--- config.mk ---
export PLATFORM = sky130hd
export DESIGN_NAME = vxe_fifo_unpack
export DESIGN_NICKNAME = d
export VERILOG_FILES = /design/src/rtl/vxe_fifo_unpack.sv
export SDC_FILE = /design/constraint.sdc
export NUM_CORES = 1
export LEC_CHECK = 0
export ABC_AREA = 1
export CAP_MARGIN = 10
export CORE_MARGIN = 10
export CORE_UTILIZATION = 40
export CTS_BUF_LIST = sky130_fd_sc_hd__clkbuf_4 sky130_fd_sc_hd__clkbuf_8
export CTS_CLUSTER_DIAMETER = 120
export DETAILED_ROUTE_END_ITERATION = 8
export HOLD_SLACK_MARGIN = 0.1
export PLACE_DENSITY = 0.78
export SLEW_MARGIN = 25
export SYNTH_ARGS = -nofsm -noshare
export SYNTH_HDL_FRONTEND = slang
export SYNTH_SLANG_ARGS = --single-unit
--- constraint.sdc ---
create_clock -name clk -period 6.2 [get_ports clk]
set_input_delay 1.24 -clock clk [delete_from_list [all_inputs] [get_ports clk]]
set_output_delay 1.24 -clock clk [all_outputs]
set_load 0.01 [all_outputs]
--- src/rtl/vxe_fifo_unpack.sv ---
// vxe_fifo_unpack: serializes each wide word popped from an upstream FIFO
// into 2^RATIO_POW2 narrow beats, least-significant beat first, with a
// valid/ready handshake on the narrow side and no idle cycle between words.
module vxe_fifo_unpack #(
    parameter int OUT_WIDTH  = 32,
    parameter int RATIO_POW2 = 1
) (
    input  logic                                    clk,
    input  logic                                    rst,
    input  logic [OUT_WIDTH*(2**RATIO_POW2)-1:0]    fifo_data,
    input  logic                                    fifo_vld,
    output logic                                    fifo_rd,
    output logic [OUT_WIDTH-1:0]                    out_data,
    output logic                                    out_vld,
    input  logic                                    out_rdy,
    output logic                                    out_last
);

    localparam int N  = 2 ** RATIO_POW2;
    // A zero-width index is not legal, so the N=1 case keeps a 1-bit index tied to 0.
    localparam int BW = (RATIO_POW2 == 0) ? 1 : RATIO_POW2;
    localparam logic [BW-1:0] LAST_IDX = BW'(N - 1);

    logic [OUT_WIDTH*N-1:0] hold_q;
    logic                   hold_vld_q, hold_vld_d;
    logic [BW-1:0]          beat_q, beat_d;
    logic                   last_beat;
    logic                   xfer;

    assign last_beat = (beat_q == LAST_IDX);

    // Pop when the holding register is empty, or when its final beat leaves this
    // cycle so the next word is loaded without a bubble. Reset masks the strobe.
    assign fifo_rd  = !rst && fifo_vld && (!hold_vld_q || (out_rdy && last_beat));
    assign out_vld  = !rst && hold_vld_q;
    assign out_last = out_vld && last_beat;
    assign xfer     = out_vld && out_rdy;
    assign out_data = hold_q[int'(beat_q)*OUT_WIDTH +: OUT_WIDTH];

    // Next-state for the valid flag and beat index; a pop takes priority over the wrap.
    always_comb begin
        hold_vld_d = hold_vld_q;
        beat_d     = beat_q;
        if (fifo_rd) begin
            hold_vld_d = 1'b1;
            beat_d     = '0;
        end else if (xfer) begin
            if (last_beat) begin
                hold_vld_d = 1'b0;
                beat_d     = '0;
            end else begin
                beat_d = beat_q + BW'(1);
            end
        end
    end

    // Control state register; reset drops any partially sent word.
    always_ff @(posedge clk) begin
        if (rst) begin
            hold_vld_q <= 1'b0;
            beat_q     <= '0;
        end else begin
            hold_vld_q <= hold_vld_d;
            beat_q     <= beat_d;
        end
    end

    // Data holding register; captures the FIFO head on every pop, no reset needed.
    always_ff @(posedge clk) begin
        if (fifo_rd) begin
            hold_q <= fifo_data;
        end
    end

endmodule

==> results of run 1 <==
==> metrics by stage <==
stage / instances / hold slack [ns] / area (um2) / setup WS (ns) / power (mW)
after CTS: 374 / 0.5578 / 3781 / 2.251 / 1.060
after floorplan: 186 / 0.4877 / 2470 / 0.7472 / 0.5550
after global placement: 358 / 0.5227 / 3540 / 2.299 / 0.6245
after detailed placement: 358 / 0.5480 / 3540 / 2.260 / 0.6279
after global routing: 374 / 0.5813 / 3781 / 2.190 / 1.089
final: 374 / 0.5597 / 3781 / 2.251 / 1.047
==> worst paths after layout <==
path                                              start                       to  slack, ns  depth (start not counted)
worst min register to register  hold_vld_q$_SDFFE_PP0P_  hold_vld_q$_SDFFE_PP0P_       0.56                          2
worst max-delay path                            out_rdy                  fifo_rd       2.25                          6
worst max register to register      beat_q$_SDFFE_PP0P_      hold_q[1]$_DFFE_PP_       3.67                          6
worst min-delay path            hold_vld_q$_SDFFE_PP0P_  hold_vld_q$_SDFFE_PP0P_       0.56                          2
==> layout by cell type (no fill, tap or decap), drive strengths merged <==
master         count
a21oi              1
buf                2
nand4              1
clkinv             3
dfxtp              2
nand2            102
nor2               3
nor3               1
edfxtp            64
clkbuf            10
clkdlybuf4s50    102
bufinv             3
inv                4
nand3              1
==> worst register-to-register path, cell delays in order, from the launching register on <==
cell     delay, ns
dfxtp_1       0.74
buf_4         0.38
nand2_2       0.08
nand2_2       0.08
nand2_2       0.08
nor2_4        0.13
buf_4         0.65
==> registers in the layout, indices dropped and copies added (netlist names) <==
| name | flops |
|---|---|
| beat_q | 1 |
| hold_vld_q | 1 |
| hold_q | 64 |
==> cell type report <==
type                    instances  area, um2  share of cell area (%)
clock buffers                  10      137.6                   3.640
clock inverters                 6      103.9                   2.747
inverters                       4      17.52                  0.4633
multi-input cells             109      430.4                   11.38
flip-flops and latches         66       1962                   51.89
well taps                      75      93.84                   2.482
repair buffers                104       1036                   27.40
==> routing by layer <==
metal	track usage, %	wire length, um
met1	12.68	2321
met2	20.27	2912
met3	5.796	552
met4	5.292	86
met5	0	0
==> power by group <==
part | switching [mW] | total [mW] | leakage [nW] | internal [mW]
sequential | 0.00535 | 0.516 | 0.609 | 0.510
combinational | 0.0380 | 0.101 | 0.720 | 0.0630
clock | 0.155 | 0.430 | 0.124 | 0.275
total | 0.198 | 1.05 | 1.45 | 0.849
==> kinds of logic after synthesis <==
kind of cell	Yosys count	synth area share, %
buffers and inverters	11	3.445
AND/OR/NAND/NOR	108	16.92
flip-flops	66	79.43
AO/OA/AOI/OAI	1	0.2024
==> metrics, run 1 <==
Synth cell types 13; Crit path top cell by count nand2_2; critical path type input port to output pin; row count 28; Max-cap violations 0; Ant. Diodes 0; number of global-route vias before repair 1758; initial core utilization 41.47%; Die ar. 0.009718 mm2; Core Region 0.005956 mm2; async set or reset register ratio after synthesis 0%; critical path cell sequence clkdlybuf4s50_1, nand2_2, nand2_2, nand2_2, nor2_4, clkdlybuf4s50_1; most instantiated cells after synthesis nand2_1 (99), edfxtp_1 (64), buf_6 (4); largest net degree at the start of global routing 65; CP Capture Type output pin; CP Launch Type input port; EDFF count, synth 64; clock-pin slew on the worst setup and hold paths 0.07 ns; Seq/Total Area, Yosys between 70% and 80%; ratio of final minimum period to clock period 63.70%; Final nets about 360; HPWL after DPL 4.282 mm; Hold-fix buffers, CTS 0; Port-buffer cells 102; pin slew with the least headroom to its limit just under 0.8 ns; Syn Nets 254; Cell Area, Synth between 0.002 and 0.0025 mm2; total CTS buffers 9; post-route minimum period 3.949 ns; clk_lat worst skew 0.32 ns; drt drc 0; Peak VDD IR ~0.21 mV; CP delay by family, top buffers and inverters; final RePlAce weighted congestion 0.7333; Slowest-stage cell, CP clkdlybuf4s50_1; # setup viols final 0; DRT Pass-1 Iters 4; Detail Route Antenna Nets 0; largest cells by area after synthesis edfxtp_1 (78%), nand2_1 (15%), buf_6 (1.8%); CP max stage delay 0.56 ns; Synth Instances 186; DRT Wirelength 5.873 mm; vias per cell 4.492; Cell Pwr Density 276.8 mW/mm2; Max Slew Vio Count 0; Total GRT Usage 12.10%; share of cells above drive strength 1 7.358%; clk sinks 66; fmax 253.2 MHz; outcome finished, final reports clean; post-CTS resize count 0; Worst Path Arrival 2.71 ns; Critical path buffers and inverters 2; GRT overflow 0; Synth top area share 77.81%; DR WL/cell 15.70 um; WP data required between 4 and 5 ns; CP max FO 3; Fill cells approximately 470; post-layout util between 60% and 70%; Slew headroom 48.62%; prevailing post-synth register cell edfxtp_1; post-CTS setup buffer count 0; Total Neg Setup Slack 0 ns; Yosys reg bits 66; Synth area leader edfxtp_1; vias post-DR 1680; DIE HEIGHT between 90 and 100 um; TritonCTS clock tree built; H-tree level count 3; Clock Skew a little over 0.007 ns; first-pass GRT wire length 9.149 mm; Top Ports 103; Avg Synthesized Cell Area between 10 and 15 um2; Die X just under 100 um; count leader, synth nand2_1; Starting DRT DRC Count 71; Clock Path Buffers 2; HP Class flip-flop to flip-flop; YS warnings 0; Area growth, synth to finish 53.09%; antenna violations before repair 0; RSZ-0062 raised after global routing no; Pleak 1.453 nW; endpoints failing hold 0; clk root buf clkbuf_8
Note: power is estimated with default switching activity, not from simulation.
==> run 2, diff against run 1 <==
PLACE_DENSITY = 0.81   (was 0.78)
clock period = 3.6 ns   (was 6.2 ns; I/O delays follow)
==> run 2 against run 1 <==
Effect of this change: count of clock-buffer cells in the layout up 2; sequential cell count stayed put; sequential share of layout area grew 0.96 points; utilization down 1.2 points; register-to-register slack worse by 2.1 ns; hold slack worse by 0.017 ns; first-iteration DRC count decreased by 20%; wire length barely moved; non-clock buffer count up 1; die area is the same; sequential power rose by 72%; critical path type unchanged; highest routed layer unchanged.
==> metrics, run 2 (synthesis gave the netlist of run 1 again) <==
post-route minimum period between 2 and 3 ns; clk root buf clkbuf_8; Slew headroom between 40% and 50%; hold path start hold_vld_q$_SDFFE_PP0P_; DIE HEIGHT 98.58 um; Die ar. between 0.009 and 0.01 mm2; DRT Wirelength a little under 6 mm; FF-to-FF path depth 5; H-tree level count 3; vias post-DR about 1700; Ant. Diodes 0; Max Slew Vio Count 0; CP delay by family, top buffers and inverters; Total Neg Setup Slack 0 ns; most common cell after layout, fill and taps aside clkdlybuf4s50_1; clock-pin slew on the worst setup and hold paths about 0.060 ns; Core Region approximately 0.0060 mm2; number of global-route vias before repair 1758; hold depth 2; GRT overflow 0; HP Class flip-flop to flip-flop; WP data required 2.88 ns; Pleak 1.427 nW; Port-buffer cells 102; CP max FO 3; clk sinks 66; share of cells above drive strength 1 7.667%; endpoints failing hold 0; post-CTS setup buffer count 0; Die X 98.58 um; drt drc 0; antenna violations before repair 0; R2R setup slack 1.59 ns; Clock Path Buffers 2; Critical R2R Launch beat_q$_SDFFE_PP0P_; critical path cell sequence clkdlybuf4s50_1, nand2_2, nand2_2, nand2_2, nor2_4, clkdlybuf4s50_1; ratio of final minimum period to clock period a little over 80%; total CTS buffers 9; Top reg by flops hold_q; CP max stage delay around 0.57 ns; Top Ports 103; DRT Pass-1 Iters 4; outcome finished, final reports clean; RSZ-0062 raised after global routing no; DR WL/cell roughly 16 um; post-CTS resize count 0; Largest regs hold_q: 64 flops, beat_q: 1 flops, hold_vld_q: 1 flops; Hold-fix buffers, CTS 0; final RePlAce weighted congestion 0.7086; # setup viols final 0; largest net degree at the start of global routing 65; TritonCTS clock tree built; Slowest-stage cell, CP clkdlybuf4s50_1; HPWL after DPL 4.342 mm; Critical path buffers and inverters 2; commonest non-fill, non-tap cells in the layout clkdlybuf4s50_1 (102), nand2_1 (99), edfxtp_1 (64); row count 28; Cell Pwr Density 426.2 mW/mm2; fmax 345.3 MHz; Peak VDD IR 0.3035 mV; Reg-to-Reg End hold_q[8]$_DFFE_PP_; Worst Hold End hold_vld_q$_SDFFE_PP0P_; vias per cell 4.475; Fin Hold WS 0.5430 ns; Starting DRT DRC Count 57; Worst Path Arrival 2.18 ns; clk_lat worst skew 0.32 ns; Total GRT Usage 12.09%; Area growth, synth to finish 50.30%; Final nets 363; pin slew with the least headroom to its limit 0.7716 ns; Crit path top cell by count nand2_2; CP Launch Type input port; Detail Route Antenna Nets 0; first-pass GRT wire length 9.101 mm; critical path type input port to output pin; CP Capture Type output pin; initial core utilization 41.47%; max reg flops 64; Max-cap violations 0; Clock Skew 0.003451 ns
[run 2: layout make-up]
type	instances	area (um2)
inverter	4	17.52
multi-input combinational	109	430.4
tap	75	93.84
timing repair buffer	105	1044
clock buffer	12	146.4
clock inverter	4	18.77
sequential	66	1962
fill	480	2243
[run 2: worst max path at each step]
stage | start | endpoint | slack, ns | depth (start not counted)
detailed placement | out_rdy | fifo_rd | 0.72 | 6
global placement | out_rdy | fifo_rd | 0.73 | 6
floorplan | out_rdy | fifo_rd | 0.29 | 4
global route | out_rdy | fifo_rd | 0.66 | 6
finish | out_rdy | fifo_rd | 0.70 | 6
CTS | out_rdy | fifo_rd | 0.71 | 6
[run 2: worst min-delay path, stage by stage (launching register included)]
cell,delay (ns)
dfxtp_1,0.35
nand2_2,0.10
a21oi_1,0.05
[run 2: layer usage]
| layer | part of all wire (%) | vias to the layer above | global-route usage [%] |
|---|---|---|---|
| li1 | - | 837 | - |
| met1 | 35 | 772 | 11.54 |
| met2 | 53 | 64 | 20.63 |
| met3 | 11 | 5 | 8.170 |
| met4 | 0.75 | 0 | 3.638 |
| met5 | 0 | - | 0 |
[run 2: where the power goes]
| part | leakage (nW) | internal (mW) | switching [mW] |
|---|---|---|---|
| Combinational | 0.726 | 0.109 | 0.0668 |
| Sequential | 0.609 | 0.879 | 0.00851 |
| Clock | 0.0918 | 0.267 | 0.252 |
| Total | 1.43 | 1.26 | 0.327 |
[run 2: per-stage QoR]
stage                     cell area [um2]  cells  utilization (%)  worst slack [ns]  total power [mW]
after global placement               3547    359            59.56            0.7300             1.077
after CTS                            3712    375            62.33            0.7063             1.605
after floorplan                      2472    186                -            0.2898            0.9545
after detailed placement             3547    359            59.56            0.7202             1.083
after global routing                 3712    375            62.33            0.6613             1.664
final                                3712    375            62.33            0.7041             1.582
